**src/rtl/ycrcb_stream_arbiter_if.sv**
```systemverilog
// Pixel stream bundle: data/valid/last flow from master to slave, ready flows back.
interface ycrcb_stream_arbiter_if #(
  parameter int DATA_WIDTH = 32
);
  logic [DATA_WIDTH-1:0] data;
  logic                  valid;
  logic                  last;
  logic                  ready;

  modport master (output data, valid, last, input ready);
  modport slave  (input data, valid, last, output ready);
endinterface

```
**src/rtl/ycrcb_stream_arbiter.sv**
```systemverilog
// Shares one fixed-latency RGB->YCrCb converter between two line-based requesters:
// line-locked round-robin grant, credit-gated issue, tag pipe and show-ahead result FIFO.
module ycrcb_stream_arbiter #(
  parameter int DATA_WIDTH   = 32,
  parameter int CONV_LATENCY = 5,
  parameter int FIFO_DEPTH   = 8
) (
  input  logic                   clk,
  input  logic                   rst,
  ycrcb_stream_arbiter_if.slave  s0,
  ycrcb_stream_arbiter_if.slave  s1,
  output logic [DATA_WIDTH-1:0]  conv_datain,
  output logic                   conv_datain_valid,
  input  logic [DATA_WIDTH-1:0]  conv_dataout,
  input  logic                   conv_dataout_valid,
  ycrcb_stream_arbiter_if.master m,
  output logic                   m_id,
  output logic                   err
);
  localparam int PTR_W   = $clog2(FIFO_DEPTH);
  localparam int CNT_W   = $clog2(FIFO_DEPTH + 1);
  localparam int DRAIN_W = $clog2(CONV_LATENCY + 1);

  localparam logic [1:0] IDLE  = 2'd0;
  localparam logic [1:0] LOCK0 = 2'd1;
  localparam logic [1:0] LOCK1 = 2'd2;

  typedef struct packed {
    logic id;
    logic last;
    logic valid;
  } tag_t;

  typedef struct packed {
    logic [DATA_WIDTH-1:0] data;
    logic                  id;
    logic                  last;
  } entry_t;

  logic [1:0]            state;
  logic                  rr_last;
  logic                  grant_valid;
  logic                  grant_id;
  logic                  sel_valid;
  logic                  sel_last;
  logic [DATA_WIDTH-1:0] sel_data;
  logic [CNT_W:0]        credit;
  logic                  credit_ok;
  logic                  issue;
  logic                  issue_id;
  logic                  issue_last;

  tag_t                  tag_pipe [CONV_LATENCY];
  tag_t                  tag_out;
  logic [DRAIN_W-1:0]    drain_cnt;
  logic                  out_live;
  logic                  push;
  logic                  retire;
  logic                  stray;
  logic [CNT_W-1:0]      inflight;

  entry_t                mem [FIFO_DEPTH];
  entry_t                head;
  logic [PTR_W-1:0]      wptr;
  logic [PTR_W-1:0]      rptr;
  logic [CNT_W-1:0]      fifo_count;
  logic                  full;
  logic                  empty;
  logic                  do_push;
  logic                  pop;

  // ---------------------------------------------------------------- grant
  always_comb begin
    // NOTE: defaults first so every path assigns both outputs; otherwise a latch is inferred.
    grant_valid = 1'b0;
    grant_id    = 1'b0;
    case (state)
      LOCK0: begin
        grant_valid = 1'b1;
        grant_id    = 1'b0;
      end
      LOCK1: begin
        grant_valid = 1'b1;
        grant_id    = 1'b1;
      end
      default: begin
        if (s0.valid && s1.valid) begin
          grant_valid = 1'b1;
          grant_id    = ~rr_last;
        end else if (s0.valid) begin
          grant_valid = 1'b1;
          grant_id    = 1'b0;
        end else if (s1.valid) begin
          grant_valid = 1'b1;
          grant_id    = 1'b1;
        end
      end
    endcase
  end

  // Credit covers every result that may still land in the FIFO, so the converter never stalls.
  assign credit    = (CNT_W+1)'(FIFO_DEPTH) - (CNT_W+1)'(fifo_count) - (CNT_W+1)'(inflight);
  assign credit_ok = ~credit[CNT_W] & (credit != '0);

  assign s0.ready  = grant_valid & ~grant_id & credit_ok;
  assign s1.ready  = grant_valid &  grant_id & credit_ok;

  assign sel_valid = grant_id ? s1.valid : s0.valid;
  assign sel_last  = grant_id ? s1.last  : s0.last;
  assign sel_data  = grant_id ? s1.data  : s0.data;
  assign issue     = grant_valid & sel_valid & credit_ok;

  // NOTE: sequential state uses non-blocking assignments so all flops update together.
  always_ff @(posedge clk) begin
    if (rst) begin
      state   <= IDLE;
      rr_last <= 1'b1;
    end else if (issue) begin
      if (sel_last) begin
        state   <= IDLE;
        rr_last <= grant_id;
      end else begin
        state   <= grant_id ? LOCK1 : LOCK0;
      end
    end
  end

  // ---------------------------------------------------------------- converter input
  always_ff @(posedge clk) begin
    if (rst) begin
      conv_datain       <= '0;
      conv_datain_valid <= 1'b0;
      issue_id          <= 1'b0;
      issue_last        <= 1'b0;
    end else begin
      conv_datain_valid <= issue;
      if (issue) begin
        conv_datain <= sel_data;
        issue_id    <= grant_id;
        issue_last  <= sel_last;
      end
    end
  end

  // Tag pipe is fed from the registered issue so its tail lines up with conv_dataout_valid.
  always_ff @(posedge clk) begin
    if (rst) begin
      for (int i = 0; i < CONV_LATENCY; i++) tag_pipe[i] <= '0;
    end else begin
      tag_pipe[0] <= '{id: issue_id, last: issue_last, valid: conv_datain_valid};
      for (int i = 1; i < CONV_LATENCY; i++) tag_pipe[i] <= tag_pipe[i-1];
    end
  end

  assign tag_out = tag_pipe[CONV_LATENCY-1];

  // The converter's own valid pipe survives reset; ignore it until it has flushed.
  always_ff @(posedge clk) begin
    if (rst) begin
      drain_cnt <= DRAIN_W'(CONV_LATENCY);
    end else if (drain_cnt != '0) begin
      drain_cnt <= drain_cnt - 1'b1;
    end
  end

  assign out_live = conv_dataout_valid & (drain_cnt == '0);
  assign push     = out_live;
  assign retire   = out_live & tag_out.valid;
  assign stray    = out_live & ~tag_out.valid;

  always_ff @(posedge clk) begin
    if (rst) begin
      inflight <= '0;
    end else begin
      case ({issue, retire})
        2'b10:   inflight <= inflight + 1'b1;
        2'b01:   inflight <= inflight - 1'b1;
        default: inflight <= inflight;
      endcase
    end
  end

  // ---------------------------------------------------------------- result FIFO
  assign full    = (fifo_count == CNT_W'(FIFO_DEPTH));
  assign empty   = (fifo_count == '0);
  assign pop     = ~empty & m.ready;
  assign do_push = push & ~full;

  // NOTE: storage is not reset; pointers and count are, and outputs are gated by empty.
  always_ff @(posedge clk) begin
    if (do_push) mem[wptr] <= '{data: conv_dataout, id: tag_out.id, last: tag_out.last};
  end

  always_ff @(posedge clk) begin
    if (rst) begin
      wptr       <= '0;
      rptr       <= '0;
      fifo_count <= '0;
    end else begin
      if (do_push) wptr <= wptr + 1'b1;
      if (pop)     rptr <= rptr + 1'b1;
      case ({do_push, pop})
        2'b10:   fifo_count <= fifo_count + 1'b1;
        2'b01:   fifo_count <= fifo_count - 1'b1;
        default: fifo_count <= fifo_count;
      endcase
    end
  end

  assign head    = mem[rptr];
  assign m.valid = ~empty;
  assign m.data  = empty ? '0 : head.data;
  assign m.last  = ~empty & head.last;
  assign m_id    = ~empty & head.id;

  // ---------------------------------------------------------------- sticky error
  always_ff @(posedge clk) begin
    if (rst) begin
      err <= 1'b0;
    end else if (stray || (push && full) || (issue && !credit_ok)) begin
      err <= 1'b1;
    end
  end
endmodule

```
**src/flat_wrapper.sv**
```systemverilog
// flat-port wrapper written by rule: the top's interface ports become plain ports
module ycrcb_stream_arbiter_flat 
#(
  parameter int DATA_WIDTH   = 32,
  parameter int CONV_LATENCY = 5,
  parameter int FIFO_DEPTH   = 8
)
  (clk, rst, conv_datain, conv_datain_valid, conv_dataout, conv_dataout_valid, m_id, err, s0_data, s0_valid, s0_last, s0_ready, s1_data, s1_valid, s1_last, s1_ready, m_data, m_valid, m_last, m_ready);
  ycrcb_stream_arbiter_if #(.DATA_WIDTH(DATA_WIDTH)) s0_i ();
  ycrcb_stream_arbiter_if #(.DATA_WIDTH(DATA_WIDTH)) s1_i ();
  ycrcb_stream_arbiter_if #(.DATA_WIDTH(DATA_WIDTH)) m_i ();
  input  logic clk;
  input  logic rst;
  output logic [DATA_WIDTH-1:0] conv_datain;
  output logic conv_datain_valid;
  input  logic [DATA_WIDTH-1:0] conv_dataout;
  input  logic conv_dataout_valid;
  output logic m_id;
  output logic err;
  input wire logic [$bits(s0_i.data)-1:0] s0_data;
  input wire logic [$bits(s0_i.valid)-1:0] s0_valid;
  input wire logic [$bits(s0_i.last)-1:0] s0_last;
  output wire logic [$bits(s0_i.ready)-1:0] s0_ready;
  input wire logic [$bits(s1_i.data)-1:0] s1_data;
  input wire logic [$bits(s1_i.valid)-1:0] s1_valid;
  input wire logic [$bits(s1_i.last)-1:0] s1_last;
  output wire logic [$bits(s1_i.ready)-1:0] s1_ready;
  output wire logic [$bits(m_i.data)-1:0] m_data;
  output wire logic [$bits(m_i.valid)-1:0] m_valid;
  output wire logic [$bits(m_i.last)-1:0] m_last;
  input wire logic [$bits(m_i.ready)-1:0] m_ready;
  assign s0_i.data = s0_data;
  assign s0_i.valid = s0_valid;
  assign s0_i.last = s0_last;
  assign s0_ready = s0_i.ready;
  assign s1_i.data = s1_data;
  assign s1_i.valid = s1_valid;
  assign s1_i.last = s1_last;
  assign s1_ready = s1_i.ready;
  assign m_data = m_i.data;
  assign m_valid = m_i.valid;
  assign m_last = m_i.last;
  assign m_i.ready = m_ready;
  ycrcb_stream_arbiter #(.DATA_WIDTH(DATA_WIDTH), .CONV_LATENCY(CONV_LATENCY), .FIFO_DEPTH(FIFO_DEPTH)) u_core (.clk(clk), .rst(rst), .s0(s0_i), .s1(s1_i), .conv_datain(conv_datain), .conv_datain_valid(conv_datain_valid), .conv_dataout(conv_dataout), .conv_dataout_valid(conv_dataout_valid), .m(m_i), .m_id(m_id), .err(err));
endmodule
```
**config.mk**
```make
export PLATFORM = sky130hd
export DESIGN_NAME = ycrcb_stream_arbiter_flat
export DESIGN_NICKNAME = d
export VERILOG_FILES = /design/src/rtl/ycrcb_stream_arbiter_if.sv /design/src/rtl/ycrcb_stream_arbiter.sv /design/src/flat_wrapper.sv
export SDC_FILE = /design/constraint.sdc
export NUM_CORES = 1
export LEC_CHECK = 0
export ABC_AREA = 0
export CELL_PAD_IN_SITES_DETAIL_PLACEMENT = 0
export CELL_PAD_IN_SITES_GLOBAL_PLACEMENT = 2
export CORE_MARGIN = 1
export CORE_UTILIZATION = 27
export CTS_CLUSTER_DIAMETER = 40
export DETAILED_ROUTE_END_ITERATION = 7
export PLACE_DENSITY_LB_ADDON = 0.1
export SLEW_MARGIN = 30
export SYNTH_ARGS = -nofsm -noshare
export SYNTH_HDL_FRONTEND = slang
export SYNTH_SLANG_ARGS = --single-unit
```
**constraint.sdc**
```tcl
create_clock -name clk -period 7 [get_ports clk]
set_input_delay 1.4 -clock clk [delete_from_list [all_inputs] [get_ports clk]]
set_output_delay 1.4 -clock clk [all_outputs]
set_load 0.02 [all_outputs]
```
==> results.md <==
* Worst path max stage delay at 0.58 ns
* Area growth from synthesis to layout at 34.2%
* Worst Hold Class: reg -> reg
* M2 GR Usage at 0.206
* Fmax at 207 MHz
* Hold Path End: u_core.tag_pipe[0][11]
* Setup TNS at 0 ns
* Vias in the first global route at 7,820
* Pwr Total at 6280 uW
* DRC at 0
* Drt pass-1 iters at 4
* Async S/R FF share, synth at 0
* First-pass GRT wire length at 48,600 um
* Power Internal at 4630 uW
* Final setup violation count at 0
* Reg clk slew, reported paths at 0.05 ns
* RSZ-0062 raised after global routing: no
* IO Pins at 175
* Setup bufs post-CTS at 0
* Post-synth top flop: edfxtp_1
* Clock power share at 0.463
* Fin crit share at 0.690
* Ys Warns at 0
* CTS tree: built
* Largest net degree at the start of global routing at 74
* Most area-consuming cells after synthesis: edfxtp_1 60%, mux4_2 11%, dfxtp_1 11%
* Synthesized area at 0.0136 mm2
* Synth top area share at 0.600
* Tmin final at 4.83 ns
* R2R depth at 15
* Total track usage at 0.128
* Final ANT Viol Nets at 0
* Power per Cell Area at 344 mW/mm2
* WP data arrival at 3.43 ns
* Levels on crit path at 6
* Mapped Avg Cell Area at 17.3 um2
* Synth cell types at 39
* Worst Path Class, Setup: in -> out
* Setup slack at placement at 2.13 ns
* Core Area at 0.0494 mm2
* Die height at 227 um
* Crit path launch: s0_valid
* Seq/Total Area, Yosys at 0.709
* Fin worst setup slack at 2.17 ns
* Worst path most repeated cell: clkdlybuf4s50_1
* Clock buffer count from CTS at 60
* PortBufs at 174
* Pins over their slew limit at 0
* Flop pwr share at 0.384
* Clock Tree Buf Depth at 3
* Layout Nets at 1,122
* Maximum fanout along the worst path at 37
* Hold_sp: u_core.tag_pipe[0][8]
* R2R Path End: u_core.inflight[2]
* Combinational share of power at 0.154
* Global routing's busiest layer: met2
* Critical Path End Type: output port
* DR WL/cell at 18.6 um
* R2r setup slk at 2.90 ns
* NetSw at 1650 uW
* Number of synthesized register bits at 346
* GR Layer Usage met1 at 0.163
* Crit-path leading delay family: buffers and inverters
* Setup Skew at 0.0134 ns
* Routed WL at 31,800 um
* Hold-fix buffers, CTS at 0
* Least-Margin Pin Slew at 0.892 ns
* Crit path required time at 5.60 ns
* Resized Gates After CTS at 0
* Fin. Hold Viols at 0
* Avg Vias per Cell at 4.35
* Synth Net Count at 910
* Hpwl dp at 18,000 um
* Layout cells sized above 1 at 0.199
* Initial antenna violation count at 1
* Starting density of the core at 0.276
* Hold Slack at 0.430 ns
* Worst Hold Depth at 1
* Routing usage on met3 at 0.0425
* Maxcap violations at 0
* GRT overflow at 0
* Critical Path Slowest Stage Cell: clkdlybuf4s50_1
* Worst path bufs/invs at 3
* Mapped Cells at 786
* Sw Share at 0.263
* Die area at 0.0513 mm2
* Clock Sinks at 346
* Root Driver: clkbuf_16
* Critical path, cell by cell: clkdlybuf4s50_1 -> nand2_1 -> a31oi_4 -> buf_4 -> nor4_1 -> clkdlybuf4s50_1
* Floorplan row count at 81
* VDD IR max at 171 uV
* Vias at 7,439
* Width of the die at 227 um
* Status: completed
* H-tree lvl count at 2
* DR iter-0 viols at 275
* Leading area contributor after synthesis: edfxtp_1
* Reg-to-Reg Start: u_core.fifo_count[2]
* Routability Congestion at 0.661
* Skew-Pair Late Insertion Delay at 0.59 ns
* CP startpoint kind: input port
* P_leak at 0.00610 uW
* Slew Limit Headroom at 0.402
* Post-synth EDFFs at 272
==> how the worst max path moves through the flow <==
stage and endpoint:
2_1_floorplan u_core.mem[0][0], 3_3_place_gp s1_ready, 3_5_place_dp s1_ready, 4_1_cts m_data[13]
5_1_grt s1_ready, 6_report s1_ready
==> power groups by stage <==
stage          sequential [uW]  combinational (uW)  clock (uW)
2_1_floorplan             2540                 464           0
3_3_place_gp              2450                1000           0
3_5_place_dp              2450                 989           0
4_1_cts                   2410                 993        3000
5_1_grt                   2430                1070        3090
6_report                  2410                 966        2910
==> synth_stat cells, types with 3 or more instances <==
library cell  instances
nand2b_1              8
nor3_1                5
mux2i_1              69
nor2_1               92
a21oi_1              14
dfxtp_1              74
buf_2                14
xor2_1                9
or3_1                 3
nand3b_1              3
clkbuf_1             25
ha_1                 18
xnor2_1               4
buf_1                 4
inv_1                16
nor2b_1              18
nand2_1              12
mux4_2               68
a211oi_1             35
edfxtp_1            272
nor4_1                3
==> worst register-to-register path, delay by kind of cell (launching register included) <==
family,cells,cell delay (ns)
simple gates,3,0.74
xor+xnor,2,0.25
flops,1,0.46
compound gates,3,0.56
fa+ha+maj,4,1.13
buf+inv,3,0.87
==> area by class of cell <==
cell class / instances / area, um2
Sequential cell: 346 / 9660
Timing Repair Buffer: 193 / 1890
Clock inverter: 43 / 478
Tap cell: 664 / 831
Multi-Input combinational cell: 381 / 3800
Clock buffer: 67 / 1560
Antenna cell: 1 / 2.50
Fill cell: 4697 / 31100
Inverter: 16 / 60.1
==> flip-flops by register name, indices dropped and copies added (netlist names), named ones only <==
| signal | cells |
|---|---|
| u_core.rptr | 3 |
| u_core.conv_datain | 32 |
| u_core.wptr | 3 |
| u_core.tag_pipe | 15 |
| u_core.state | 2 |
| u_core.rr_last | 1 |
| u_core.fifo_count | 4 |
| u_core.err | 1 |
| u_core.drain_cnt | 3 |
| u_core.issue_last | 1 |
| u_core.conv_datain_valid | 1 |
| u_core.mem | 272 |
| u_core.issue_id | 1 |
| u_core.inflight | 4 |
==> per-stage QoR <==
stage	std cells	utilization	area (um2)
2_1_floorplan	786	-	13600
4_1_cts	1710	0.370	18300
6_report	1711	0.370	18300
3_3_place_gp	1600	0.329	16200
3_5_place_dp	1600	0.329	16200
5_1_grt	1710	0.370	18300
==> routing by layer <==
metal / vias to the layer above / part of all wire
li1: 3503 / -
met1: 3697 / 0.44
met2: 179 / 0.48
met3: 58 / 0.067
met4: 2 / 0.020
met5: - / 0.00053
==> logic make-up (layout without fill, tap and decap cells) <==
family,Yosys count,in the layout,synth area share
DFF,346,346,0.709
and+or+nand+nor,151,151,0.0521
muxes,138,138,0.164
AOI/OAI and AO/OA,59,59,0.0300
buffers and inverters,59,319,0.0175
adders and majority gates,20,20,0.0195
xor gates and xnor gates,13,13,0.00836
other,0,1,0
==> cell usage in the layout, fill, tap and decap left out, types with 5 or more instances in the layout <==
cell,n
nor2b_1,18
dfxtp_1,71
clkinvlp_4,8
nor2_1,89
edfxtp_1,272
clkdlybuf4s50_1,173
a21oi_1,14
clkbuf_16,61
ha_1,18
bufinv_16,6
clkinv_2,5
a211oi_1,35
buf_4,18
mux4_2,68
clkbuf_1,5
nand2_1,12
inv_1,16
mux2i_1,69
clkinv_4,11
xor2_1,9
inv_6,9
nand2b_1,8
Power figures use the tool's default switching activity.
